`src/rtl/mux3.sv`:
```
// Three-way data selector with a registered, load-enabled copy of the selection
// and a sticky flag that records any use of the invalid select code.
module mux3 #(
    parameter int WIDTH = 32
) (
    input  logic             clk,
    input  logic             rst,
    input  logic [1:0]       sel,
    input  logic [WIDTH-1:0] data_in1,
    input  logic [WIDTH-1:0] data_in2,
    input  logic [WIDTH-1:0] data_in3,
    input  logic             en,
    input  logic             clr,
    output logic [WIDTH-1:0] data_out,
    output logic [WIDTH-1:0] data_out_q,
    output logic             sel_err,
    output logic             sel_err_sticky
);

    logic [WIDTH-1:0] data_d;
    logic [WIDTH-1:0] data_q;
    logic             sticky_d;
    logic             sticky_q;

    // Invalid select (2'b11) drives zeros so nothing stale leaks downstream.
    always_comb begin
        data_out = '0;
        case (sel)
            2'b00:   data_out = data_in1;
            2'b01:   data_out = data_in2;
            2'b10:   data_out = data_in3;
            default: data_out = '0;
        endcase
    end

    assign sel_err = (sel == 2'b11);

    // clr wins over a same-edge set so software can always acknowledge the flag.
    always_comb begin
        data_d   = en ? data_out : data_q;
        sticky_d = sticky_q;
        if (clr) begin
            sticky_d = 1'b0;
        end else if (sel_err) begin
            sticky_d = 1'b1;
        end
    end

    always_ff @(posedge clk or posedge rst) begin
        if (rst) begin
            data_q   <= '0;
            sticky_q <= 1'b0;
        end else begin
            data_q   <= data_d;
            sticky_q <= sticky_d;
        end
    end

    assign data_out_q     = data_q;
    assign sel_err_sticky = sticky_q;

endmodule

```
`config.mk`:
```
export PLATFORM = sky130hd
export DESIGN_NAME = mux3
export DESIGN_NICKNAME = d
export VERILOG_FILES = /design/src/rtl/mux3.sv
export SDC_FILE = /design/constraint.sdc
export NUM_CORES = 1
export LEC_CHECK = 0
export BUFFER_PORTS_ARGS = -buffer_cell sky130_fd_sc_hd__clkbuf_2
export CELL_PAD_IN_SITES_DETAIL_PLACEMENT = 0
export CELL_PAD_IN_SITES_GLOBAL_PLACEMENT = 2
export CORE_UTILIZATION = 25
export CTS_BUF_LIST = sky130_fd_sc_hd__clkbuf_2 sky130_fd_sc_hd__clkbuf_4 sky130_fd_sc_hd__clkbuf_8
export CTS_CLUSTER_DIAMETER = 200
export DETAILED_ROUTE_END_ITERATION = 16
export GPL_ROUTABILITY_DRIVEN = 0
export GPL_TIMING_DRIVEN = 0
export PLACE_DENSITY = 0.94
export SYNTH_ARGS = -nofsm -noshare
export SYNTH_HDL_FRONTEND = slang
export SYNTH_SLANG_ARGS = --single-unit
```
`constraint.sdc`:
```
create_clock -name clk -period 2.9 [get_ports clk]
set_clock_uncertainty 0.2 [all_clocks]
set_input_delay 0.145 -clock clk [delete_from_list [all_inputs] [get_ports clk]]
set_output_delay 0.145 -clock clk [all_outputs]
set_load 0.01 [all_outputs]
```
---- Yosys cells after proc, flatten, opt, wreduce, memory -nomap -nowiden ----
Cells that the tools add are included.
word-level totals
  bits in registers ....................... 33
  bits of input ports ..................... 102
  output and inout bits ................... 66
  logic and storage cells ................. 10
cells by class
  eq/ne operators ......................... 3
  multiplexer cells ....................... 3
  reduce and logical (&&, ||, !) cells .... 2
operators with widths
  kind                                                                    count
  32-bit one-hot mux with 3 select lines                                  1
  2-bit equality test (second input constant)                             2
  2-bit by 1-bit equality test with 1-bit output (second input constant)  1
  2-bit logical NOT                                                       1
  1-bit two-way mux                                                       2
  2-bit nonzero test                                                      1

---- Longest topological paths before layout ----
Gate-level depths: netlist of the first run.
  word-level depth ........................ 3
  mapped depth ............................ 5
  gate-level depth less buffers ........... 2

---- Worst setup path after synthesis of the first run ----
Ideal clock, no wire load.
  kind .................................... input port to output port
  start ................................... in sel[1]
  end ..................................... out data_out[22]
  data arrival time ....................... 0.904 ns
  required time ........................... 2.555 ns
  setup slack ............................. 1.651 ns
  stages .................................. 5
  cells stage by stage .................... buf_6 -> buf_8 -> buf_12 -> mux2i_2 -> o2bb2ai_1
between the ends
  longest elaborated chain between the ends .. 2
RTL lines
  element                                            line  source
  start, declared                                    8     input logic [1:0] sel,
  2-bit equality test, or another cell as far along  28    case (sel)
  32-bit one-hot mux with 3 select lines *           28
  end, declared                                      14    output logic [WIDTH-1:0] data_out,
Every way passes the cells marked *; elsewhere a longest branch is shown, timed or not.

==> results of run 1 <==
state kept, by name (all words and copies together), names as in the netlist:
register / count
data_out_q: 32
sel_err_sticky: 1
power by group through the flow:
stage	registers [W]	logic (W)	clock network, W
5_1_grt	0.000545	0.000550	0.000381
3_3_place_gp	0.000546	0.000447	0
4_1_cts	0.000539	0.000506	0.000366
6_report	0.000539	0.000502	0.000353
3_5_place_dp	0.000548	0.000453	0
2_1_floorplan	0.000570	0.000209	0
how the worst max path moves through the flow:
stage / startpoint / endpoint / cells past startpoint
after floorplan: sel[1] / data_out[22] / 5
after CTS: en / data_out_q[15] / 6
after detailed placement: rst / data_out_q[11] / 2
after global routing: en / data_out_q[22] / 6
after global placement: sel[0] / data_out[4] / 5
final: en / data_out_q[15] / 6
layout make-up:
class                           instances  area share [%]
Multi-Input combinational cell        165            35.5
Timing Repair Buffer                  208            32.7
Sequential cell                        33            21.6
Clock buffer                            6            1.99
Inverter                                1          0.0980
Clock inverter                          2           0.261
Buffer                                 29            4.31
Tap cell                              111            3.63
stage by stage:
stage                     cells  power [W]
after detailed placement    505    0.00100
after floorplan             228   0.000780
after CTS                   554    0.00141
after global placement      505   0.000993
final                       555    0.00139
after global routing        555    0.00148
what timing repair did:
action,CTS,global route
resized for setup,0,0
hold endpoints to repair,33,33
hold buffers,41,1
layer usage:
layer | wire (um) | up-vias | track usage, %
met5 | 0 | - | 0
met4 | 80 | 0 | 4.13
li1 | - | 1318 | -
met1 | 3920 | 1261 | 22.6
met2 | 4330 | 87 | 31.6
met3 | 410 | 6 | 2.91
cell families (layout without fill, tap and decap cells):
logic type / after synthesis / in the layout / share of synthesized area (%)
AO/OA/AOI/OAI: 65 / 65 / 22.6
buffers and inverters: 30 / 246 / 7.18
multiplexers: 32 / 32 / 13.8
flip-flops: 33 / 33 / 35.1
AND/OR/NAND/NOR: 68 / 68 / 21.4
critical path, stage by stage:
cell,delay (ns)
clkbuf_2,0.08
buf_2,0.19
buf_1,0.45
nand4b_1,0.16
o211ai_1,0.12
dlygate4sd3_1,0.56
placed cells by master (no fill, tap or decap), drive strengths merged:
cell type    count
a21oi            1
and2             1
buf             22
clkbuf         179
clkinv           2
dfrtp           33
dlygate4sd3     42
inv              1
mux2i           32
nand2b          33
nand4b          32
nor2             1
nor2b            1
o211ai          32
o2bb2ai         32
==> key figures, run 1 <==
Route
  • Drt first pass iters: 6
  • Residual DRC: 0
  • Drt via density: 4.81
  • Wirelength per Cell: 15.7 um
  • Remaining antenna violation count: 0
  • Routed vias: 2,672
  • First DRT Iteration DRCs: 62
  • Post-Route WL: 8.74 mm

Finish
  • Layout Utilization: 41.6%
  • Syn-to-layout area delta: 62.8%
  • FF+latch area: 826 sq um
  • Post-route design area: 0.00383 sq mm
  • Ant. Diodes: 0
  • Multi-input logic area: 0.00136 sq mm
  • Share of cells above drive strength 1: 43.9%
  • Layout Nets: 545
  • Fillers: 919

Place
  • Number of buffers added on ports: 166
  • HPWL after detailed placement: 6.47 mm
  • Area after DPL: 0.00332 sq mm
  • DP Worst Slack: 1.25 ns

Clocking
  • CTS Buffer Depth: 2
  • CTS tree: done
  • Clock slew at the register clock pins of the worst setup and hold paths: 0.07 ns
  • CTS buffer count: 5
  • CTS H-Tree Depth: 2
  • Postcts setup bufs: 0
  • Worst-skew pair later-pin latency: 0.28 ns
  • Clock Root Buffer: clkbuf_8
  • Clk sink count: 33

Yosys
  • Post-synth top cells: dfrtp_1 (33), nand2b_1 (33), nand4b_1 (32), o2bb2ai_1 (32)
  • Post-Syn Area per Cell: 10.3 sq um
  • Sequential area share after synthesis: 35.1%
  • Main synth FF type: dfrtp_1
  • Area fraction of the dominant cell type after synthesis: 35.1%
  • Syn nets: 330
  • Mapped Cells: 228
  • Synth warnings: 0
  • Synth top area cells: dfrtp_1 (35%), mux2i_1 (13%), nand4b_1 (12%)
  • Mapped Area: 0.00235 sq mm
  • Synth unique cells: 20
  • Yosys top cell by area: dfrtp_1
  • Post-synth EDFFs: 0
  • Ys async rst share: 100%
  • Synthesized flop and latch total: 33

Global route
  • Vias in the first global route: 2,714
  • Largest net degree at the start of global routing: 34
  • GRT Total Usage: 17.8%
  • Global-route wire length before repair: 13.6 mm
  • GRT Residual Overflow: 0
  • Initial antenna violation count: 0

Min path
  • Hold path endpoint: data_out_q[11]
  • Cells on Worst Hold Path: 3
  • Launch point of the worst hold path: data_in3[11]
  • HP Class: in2reg

Timing
  • Min Tclk post-route: 1.69 ns
  • RSZ-0062 raised after global routing: false
  • Fin worst setup slack: 1.21 ns
  • Final setup viols: 0
  • Rel. slew slack: 50.6%
  • Least-Margin Pin Slew: 0.740 ns
  • Fin. Hold Viols: 0
  • TNS Setup: 0 ns
  • Fmax: 0.591 GHz
  • Hold WS: 0.00462 ns
  • Final Max Tran Viols: 0
  • Period utilization: 58.3%

Floorplanning
  • Die Y: 99 um
  • Initial cell density of the core: 25.6%
  • Core region area: 0.00920 sq mm
  • Top Ports: 168
  • Die W: 99 um
  • Rows: 35
  • Die area: 0.00980 sq mm

Pwr
  • Psw: 0.000456 W
  • Seq pwr share: 38.7%
  • Sw frac: 32.7%
  • Leakage power total: 1.85 nW
  • Maximum vdd drop: 0.000139 V
  • Power per cell area: 364 mW/mm^2
  • Clk pwr share: 25.4%
  • Combinational share of power: 36.0%
  • Pint: 0.000938 W

Setup path
  • Critical path startpoint category: input pin
  • Slack of the worst reg-to-reg path: 1.46 ns
  • Worst r2r path cells: 3
  • CP max FO: 10
  • CP endpoint kind: flop
  • FF-to-FF Start: data_out_q[5]
  • Worst R2R End: data_out_q[5]
  • Critical Path RT: 2.93 ns
  • Worst Path Arrival: 1.72 ns
  • CP Class: in2reg

Run status
  • Status: finished, final reports clean

Flow run
  • Max_cap viols: 0
No activity file was read; power rests on OpenSTA's default activity.
==> run 2: changes to the inputs <==
--- a/config.mk
+++ b/config.mk
@@ -8,13 +8,13 @@
 export BUFFER_PORTS_ARGS = -buffer_cell sky130_fd_sc_hd__clkbuf_2
 export CELL_PAD_IN_SITES_DETAIL_PLACEMENT = 0
 export CELL_PAD_IN_SITES_GLOBAL_PLACEMENT = 2
-export CORE_UTILIZATION = 25
+export CORE_UTILIZATION = 23
 export CTS_BUF_LIST = sky130_fd_sc_hd__clkbuf_2 sky130_fd_sc_hd__clkbuf_4 sky130_fd_sc_hd__clkbuf_8
 export CTS_CLUSTER_DIAMETER = 200
 export DETAILED_ROUTE_END_ITERATION = 16
 export GPL_ROUTABILITY_DRIVEN = 0
 export GPL_TIMING_DRIVEN = 0
-export PLACE_DENSITY = 0.94
+export PLACE_DENSITY = 0.88
 export SYNTH_ARGS = -nofsm -noshare
 export SYNTH_HDL_FRONTEND = slang
 export SYNTH_SLANG_ARGS = --single-unit
==> constraint.sdc (replaced) <==
create_clock -name clk -period 1.6 [get_ports clk]
set_clock_uncertainty 0.2 [all_clocks]
set_input_delay 0.08 -clock clk [delete_from_list [all_inputs] [get_ports clk]]
set_output_delay 0.08 -clock clk [all_outputs]
set_load 0.01 [all_outputs]
==> key figures, run 2 (synthesis results as in run 1) <==
Flow run
  • Max_cap viols: 0

Finish
  • Ant. Diodes: 0
  • Syn-to-layout area delta: 88.1%
  • Most common cell after layout, fill and taps aside: clkbuf_2
  • Most frequent cells in the layout: clkbuf_2 (168), dlygate4sd3_1 (89), nand2b_1 (33), dfrtp_1 (33)
  • Layout Utilization: 44.9%
  • Share of cells above drive strength 1: 41.1%
  • Fillers: 931
  • Post-route design area: 0.00443 sq mm
  • Layout Cells excl Fill: 629
  • Layout Nets: 597
  • Number of flip-flops in the largest register: 32

Setup path
  • Critical path depth: 5
  • Buf/Inv on CP: 3
  • Slack of the worst reg-to-reg path: 0.17 ns
  • CP endpoint kind: flop
  • Top Family by Delay on Critical Path: buffers and inverters
  • Critical path startpoint category: input pin
  • Critical Path RT: 1.55 ns
  • Worst Path Arrival: 1.54 ns
  • CP Class: in2reg
  • Worst r2r path cells: 3
  • Largest stage delay on the critical path: 0.58 ns
  • FF-to-FF Start: data_out_q[6]
  • CP max FO: 2
  • Worst R2R End: data_out_q[6]
  • Critical path's slowest cell: dlygate4sd3_1
  • Worst path most repeated cell: dlygate4sd3_1
  • Cell breakdown of the critical path: dlygate4sd3_1, clkbuf_2, mux2i_1, dlygate4sd3_1, o211ai_1

Timing
  • Hold WS: -0.0524 ns
  • Rel. slew slack: 48.6%
  • TNS Setup: 0 ns
  • Least-Margin Pin Slew: 0.770 ns
  • Final setup viols: 0
  • Fmax: 0.629 GHz
  • Fin. Hold Viols: 1
  • Period utilization: 99.4%
  • Final Max Tran Viols: 0
  • Min Tclk post-route: 1.59 ns

Pwr
  • Combinational share of power: 36.2%
  • Leakage power total: 2.10 nW
  • Seq pwr share: 34.0%
  • Pint: 0.00200 W
  • Clk pwr share: 29.7%
  • Sw frac: 30.4%
  • Power per cell area: 648 mW/mm^2
  • Psw: 0.000872 W
  • Maximum vdd drop: 0.000317 V
  • Pwr Total: 0.00287 W

Min path
  • Hold path endpoint: data_out_q[16]
  • Launch point of the worst hold path: data_in3[16]
  • Cells on Worst Hold Path: 3
  • HP Class: in2reg

Global route
  • Vias in the first global route: 2,888
  • GRT Total Usage: 18.3%
  • Initial antenna violation count: 0
  • Busiest grt layer: met2
  • Met2 Resource Use GR: 32.5%
  • Met3 usage: 2.44%
  • Global-route wire length before repair: 14.6 mm
  • Largest net degree at the start of global routing: 34
  • GRT Residual Overflow: 0
  • GR Util met1: 22.8%

Run status
  • Failing checks: hold timing
  • Status: finished with violations

Place
  • Area after DPL: 0.00335 sq mm
  • Number of buffers added on ports: 166
  • HPWL after detailed placement: 6.77 mm
  • DP Cell Count: 527

Clocking
  • CTS buffer count: 5
  • Worst-skew pair later-pin latency: 0.29 ns
  • Clock Root Buffer: clkbuf_8
  • Clk sink count: 33
  • CTS H-Tree Depth: 2
  • Clock slew at the register clock pins of the worst setup and hold paths: 0.07 ns
  • CTS Buffer Depth: 2
  • CTS tree: done

Route
  • First DRT Iteration DRCs: 108
  • Remaining antenna violation count: 0
  • Routed vias: 2,949
  • Drt via density: 4.69
  • Residual DRC: 0
  • Post-Route WL: 10.2 mm
  • Drt first pass iters: 4
  • Wirelength per Cell: 16.2 um

Floorplanning
  • Core region area: 0.00986 sq mm
  • Top Ports: 168
  • Die W: 103 um
  • Die area: 0.0106 sq mm
  • Rows: 36
  • Initial cell density of the core: 23.8%
  • Die Y: 103 um
run 2: power groups by stage:
stage	Sequential, W	Combinational [W]	Clock [W]
after floorplan	0.00103	0.000379	0
final	0.000976	0.00104	0.000853
after global placement	0.000989	0.000819	0
after CTS	0.000977	0.00103	0.000883
after detailed placement	0.000993	0.000828	0
after global routing	0.000987	0.00113	0.000908
run 2: metal layers:
layer,up-vias,wire [um]
met1,1414,4400
met5,-,0
met2,102,5220
met3,12,432
li1,1421,-
met4,0,159
run 2: final cells by class:
cell class	count	area (sq um)	share of cell area, %
Buffer	29	168	3.79
Clock buffer	7	90.1	2.04
Clock inverter	1	30.0	0.679
Inverter	1	3.75	0.0848
Multi-Input combinational cell	165	1370	31.0
Sequential cell	33	826	18.7
Tap cell	133	166	3.76
Timing Repair Buffer	260	1770	40.0
run 2: worst max path at each step:
stage	startpoint	end	slack, ns
floorplan	sel[1]	data_out[22]	0.48
global placement	rst	data_out_q[11]	0.04
detailed placement	rst	data_out_q[11]	-0.04
CTS	en	data_out_q[9]	0.02
global route	data_in3[17]	data_out_q[17]	-0.03
finish	data_in3[17]	data_out_q[17]	0.01
run 2: timing repair:
item | in CTS | in global routing
endpoints found under the setup margin | 0 | 11
endpoints found under the hold margin | 33 | 38
hold buffers | 91 | 6
resized for setup | 0 | 10
setup buffers | 0 | 3
run 2: through the flow:
stage,worst slack (ns),hold slack (ns)
2_1_floorplan,0.481,-0.0536
3_3_place_gp,0.0417,0.0438
3_5_place_dp,-0.0363,0.0403
4_1_cts,0.0161,0.0256
5_1_grt,-0.0259,0.00834
6_report,0.00978,-0.0524
run 2: worst min-delay path, stage by stage:
cell and delay (ns):
clkbuf_2 0.09, mux2i_2 0.07, o211ai_1 0.15
==> run 3: changes to the inputs <==
==> config.mk (replaced) <==
export PLATFORM = sky130hd
export DESIGN_NAME = mux3
export DESIGN_NICKNAME = d
export VERILOG_FILES = /design/src/rtl/mux3.sv
export SDC_FILE = /design/constraint.sdc
export NUM_CORES = 1
export LEC_CHECK = 0
export ABC_AREA = 1
export BUFFER_PORTS_ARGS = -buffer_cell sky130_fd_sc_hd__clkbuf_2
export CELL_PAD_IN_SITES_DETAIL_PLACEMENT = 0
export CELL_PAD_IN_SITES_GLOBAL_PLACEMENT = 2
export CORE_UTILIZATION = 19
export CTS_BUF_LIST = sky130_fd_sc_hd__clkbuf_2 sky130_fd_sc_hd__clkbuf_4 sky130_fd_sc_hd__clkbuf_8
export CTS_CLUSTER_DIAMETER = 200
export DETAILED_ROUTE_END_ITERATION = 16
export GPL_ROUTABILITY_DRIVEN = 0
export GPL_TIMING_DRIVEN = 0
export PLACE_DENSITY = 0.85
export SKIP_CTS_REPAIR_TIMING = 1
export SYNTH_ARGS = -nofsm -noshare
export SYNTH_HDL_FRONTEND = slang
export SYNTH_SLANG_ARGS = --single-unit
==> key figures, run 3 <==
Run status
  • Status: finished with violations
  • Failing checks: hold timing

Place
  • DP Cell Count: 594
  • HPWL after detailed placement: 6.67 mm
  • DP Worst Slack: 0.0138 ns
  • Number of buffers added on ports: 164

Clocking
  • Worst-skew pair later-pin latency: 0.28 ns
  • CTS buffer count: 5
  • Clock slew at the register clock pins of the worst setup and hold paths: 0.07 ns
  • Clock Root Buffer: clkbuf_8
  • Clk sink count: 33
  • CTS tree: done
  • CTS H-Tree Depth: 2
  • CTS Buffer Depth: 2

Finish
  • Share of cells above drive strength 1: 45.3%
  • Layout Cells excl Fill: 639
  • Most frequent cells in the layout: clkbuf_2 (164), nand2_1 (129), nand3_1 (67)
  • Fillers: 1,180
  • Ant. Diodes: 0
  • Most common cell after layout, fill and taps aside: clkbuf_2
  • Layout Nets: 601
  • Multi-input logic area: 0.00114 sq mm
  • FF+latch area: 826 sq um
  • Syn-to-layout area delta: 68.7%
  • Number of flip-flops in the largest register: 32
  • Layout Utilization: 33.1%

Timing
  • Final setup viols: 0
  • Fin. Hold Viols: 25
  • Hold WS: -0.0436 ns
  • Final Max Tran Viols: 0
  • Min Tclk post-route: 1.57 ns
  • Fin worst setup slack: 0.0284 ns
  • Fmax: 0.636 GHz
  • Rel. slew slack: 51.7%
  • Period utilization: 98.2%
  • TNS Setup: 0 ns
  • Least-Margin Pin Slew: 0.724 ns

Global route
  • Global-route wire length before repair: 12.9 mm
  • GRT Total Usage: 14.5%
  • GRT Residual Overflow: 0
  • Vias in the first global route: 2,540
  • Largest net degree at the start of global routing: 34
  • Initial antenna violation count: 0

Route
  • WL met1: 3.98 mm
  • Metal2 WL: 4.23 mm
  • Post-Route WL: 8.89 mm
  • Residual DRC: 0
  • Remaining antenna violation count: 0
  • Uppermost layer routed: met4
  • Routed vias: 2,726
  • First DRT Iteration DRCs: 129
  • Metal3 WL: 551 um
  • Wirelength per Cell: 13.9 um
  • Drt first pass iters: 6
  • Drt via density: 4.27

Floorplanning
  • Die Y: 108 um
  • Die W: 108 um
  • Die area: 0.0117 sq mm
  • Rows: 38
  • Core region area: 0.0109 sq mm
  • Initial cell density of the core: 19.6%
  • Top Ports: 168

Setup path
  • Worst Path Arrival: 1.54 ns
  • CP max FO: 2
  • Worst r2r path cells: 2
  • Critical path startpoint category: input pin
  • FF-to-FF Start: sel_err_sticky
  • Worst R2R End: sel_err_sticky
  • CP Class: in2reg
  • Critical Path RT: 1.57 ns
  • CP endpoint kind: flop
  • Slack of the worst reg-to-reg path: 0.77 ns

Yosys
  • Mapped Area: 0.00213 sq mm
  • Synthesized flop and latch total: 33
  • Sequential area share after synthesis: 38.7%
  • Synth warnings: 0
  • Post-Syn Area per Cell: 7.36 sq um
  • Mapped Cells: 290
  • Yosys top cell by area: dfrtp_1
  • Main synth FF type: dfrtp_1
  • Synth unique cells: 12
  • Area fraction of the dominant cell type after synthesis: 38.7%
  • Ys async rst share: 100%
  • Post-synth EDFFs: 0
  • Post-synth top cells: nand2_1 (129), nand3_1 (67), dfrtp_1 (33), nand3_2 (29), buf_2 (15)
  • Syn nets: 392
  • Most frequent cell after synthesis: nand2_1
  • Synth top area cells: dfrtp_1 (39%), nand2_1 (23%), nand3_1 (16%)

Pwr
  • Leakage power total: 2.14 nW
  • Clk pwr share: 26.5%
  • Maximum vdd drop: 0.000248 V
  • Pint: 0.00167 W
  • Psw: 0.000809 W
  • Seq pwr share: 39.4%
  • Sw frac: 32.7%
  • Combinational share of power: 34.1%
  • Power per cell area: 688 mW/mm^2

Min path
  • Cells on Worst Hold Path: 5
  • Launch point of the worst hold path: data_in1[27]
  • HP Class: in2reg
  • Hold path endpoint: data_out_q[27]

Flow run
  • Max_cap viols: 0
==> run 3: cells by family after synthesis <==
logic type | count (synthesis) | share of synthesized area (%)
buffers and inverters | 29 | 7.98
DFF | 33 | 38.7
and+or+nand+nor | 228 | 53.3
==> run 3: routing by layer <==
layer | vias to the layer above | track usage, %
li1 | 1369 | -
met1 | 1229 | 18.1
met2 | 116 | 25.3
met3 | 12 | 2.95
met4 | 0 | 3.42
met5 | - | 0
==> run 3: worst max-delay path by stage <==
stage / startpoint / endpoint / slack (ns) / cells past startpoint
after floorplan: sel[1] / data_out_q[30] / 0.57 / 7
after global placement: rst / sel_err_sticky / 0.1 / 2
after detailed placement: rst / data_out_q[31] / 0.01 / 2
after CTS: sel[1] / data_out[27] / 0.27 / 6
after global routing: data_in1[14] / data_out_q[14] / -0.006 / 7
final: data_in1[20] / data_out_q[20] / 0.03 / 7
==> run 3: power by group through the flow <==
| stage | combinational (W) | sequential, W | clock [W] |
|---|---|---|---|
| final | 0.000844 | 0.000976 | 0.000656 |
| after global routing | 0.000936 | 0.000989 | 0.000720 |
| after CTS | 0.000780 | 0.000976 | 0.000687 |
| after detailed placement | 0.000778 | 0.000991 | 0 |
| after global placement | 0.000772 | 0.000988 | 0 |
| after floorplan | 0.000347 | 0.00103 | 0 |
==> run 3: critical path: stages <==
cell           delay (ns)
dlygate4sd3_1        0.55
clkbuf_2             0.11
nand2_1              0.07
nand3_2              0.06
dlygate4sd3_1        0.56
nand2_1              0.06
nand2_1              0.05
==> run 3: layout make-up <==
| class | count | share of cell area, % |
|---|---|---|
| tap | 140 | 4.87 |
| inverter | 5 | 0.660 |
| multi-input combinational | 228 | 31.6 |
| timing repair buffer | 202 | 33.4 |
| buffer | 24 | 4.07 |
| sequential | 33 | 22.9 |
| clock buffer | 7 | 2.50 |
==> run 3: metrics by stage <==
| stage | cell area (sq um) | power, W | hold slack, ns |
|---|---|---|---|
| floorplan | 2130 | 0.00137 | -0.0536 |
| global placement | 3130 | 0.00176 | 0.0412 |
| detailed placement | 3130 | 0.00177 | 0.0400 |
| CTS | 3220 | 0.00244 | -0.265 |
| global route | 3600 | 0.00265 | -0.00108 |
| finish | 3600 | 0.00248 | -0.0436 |
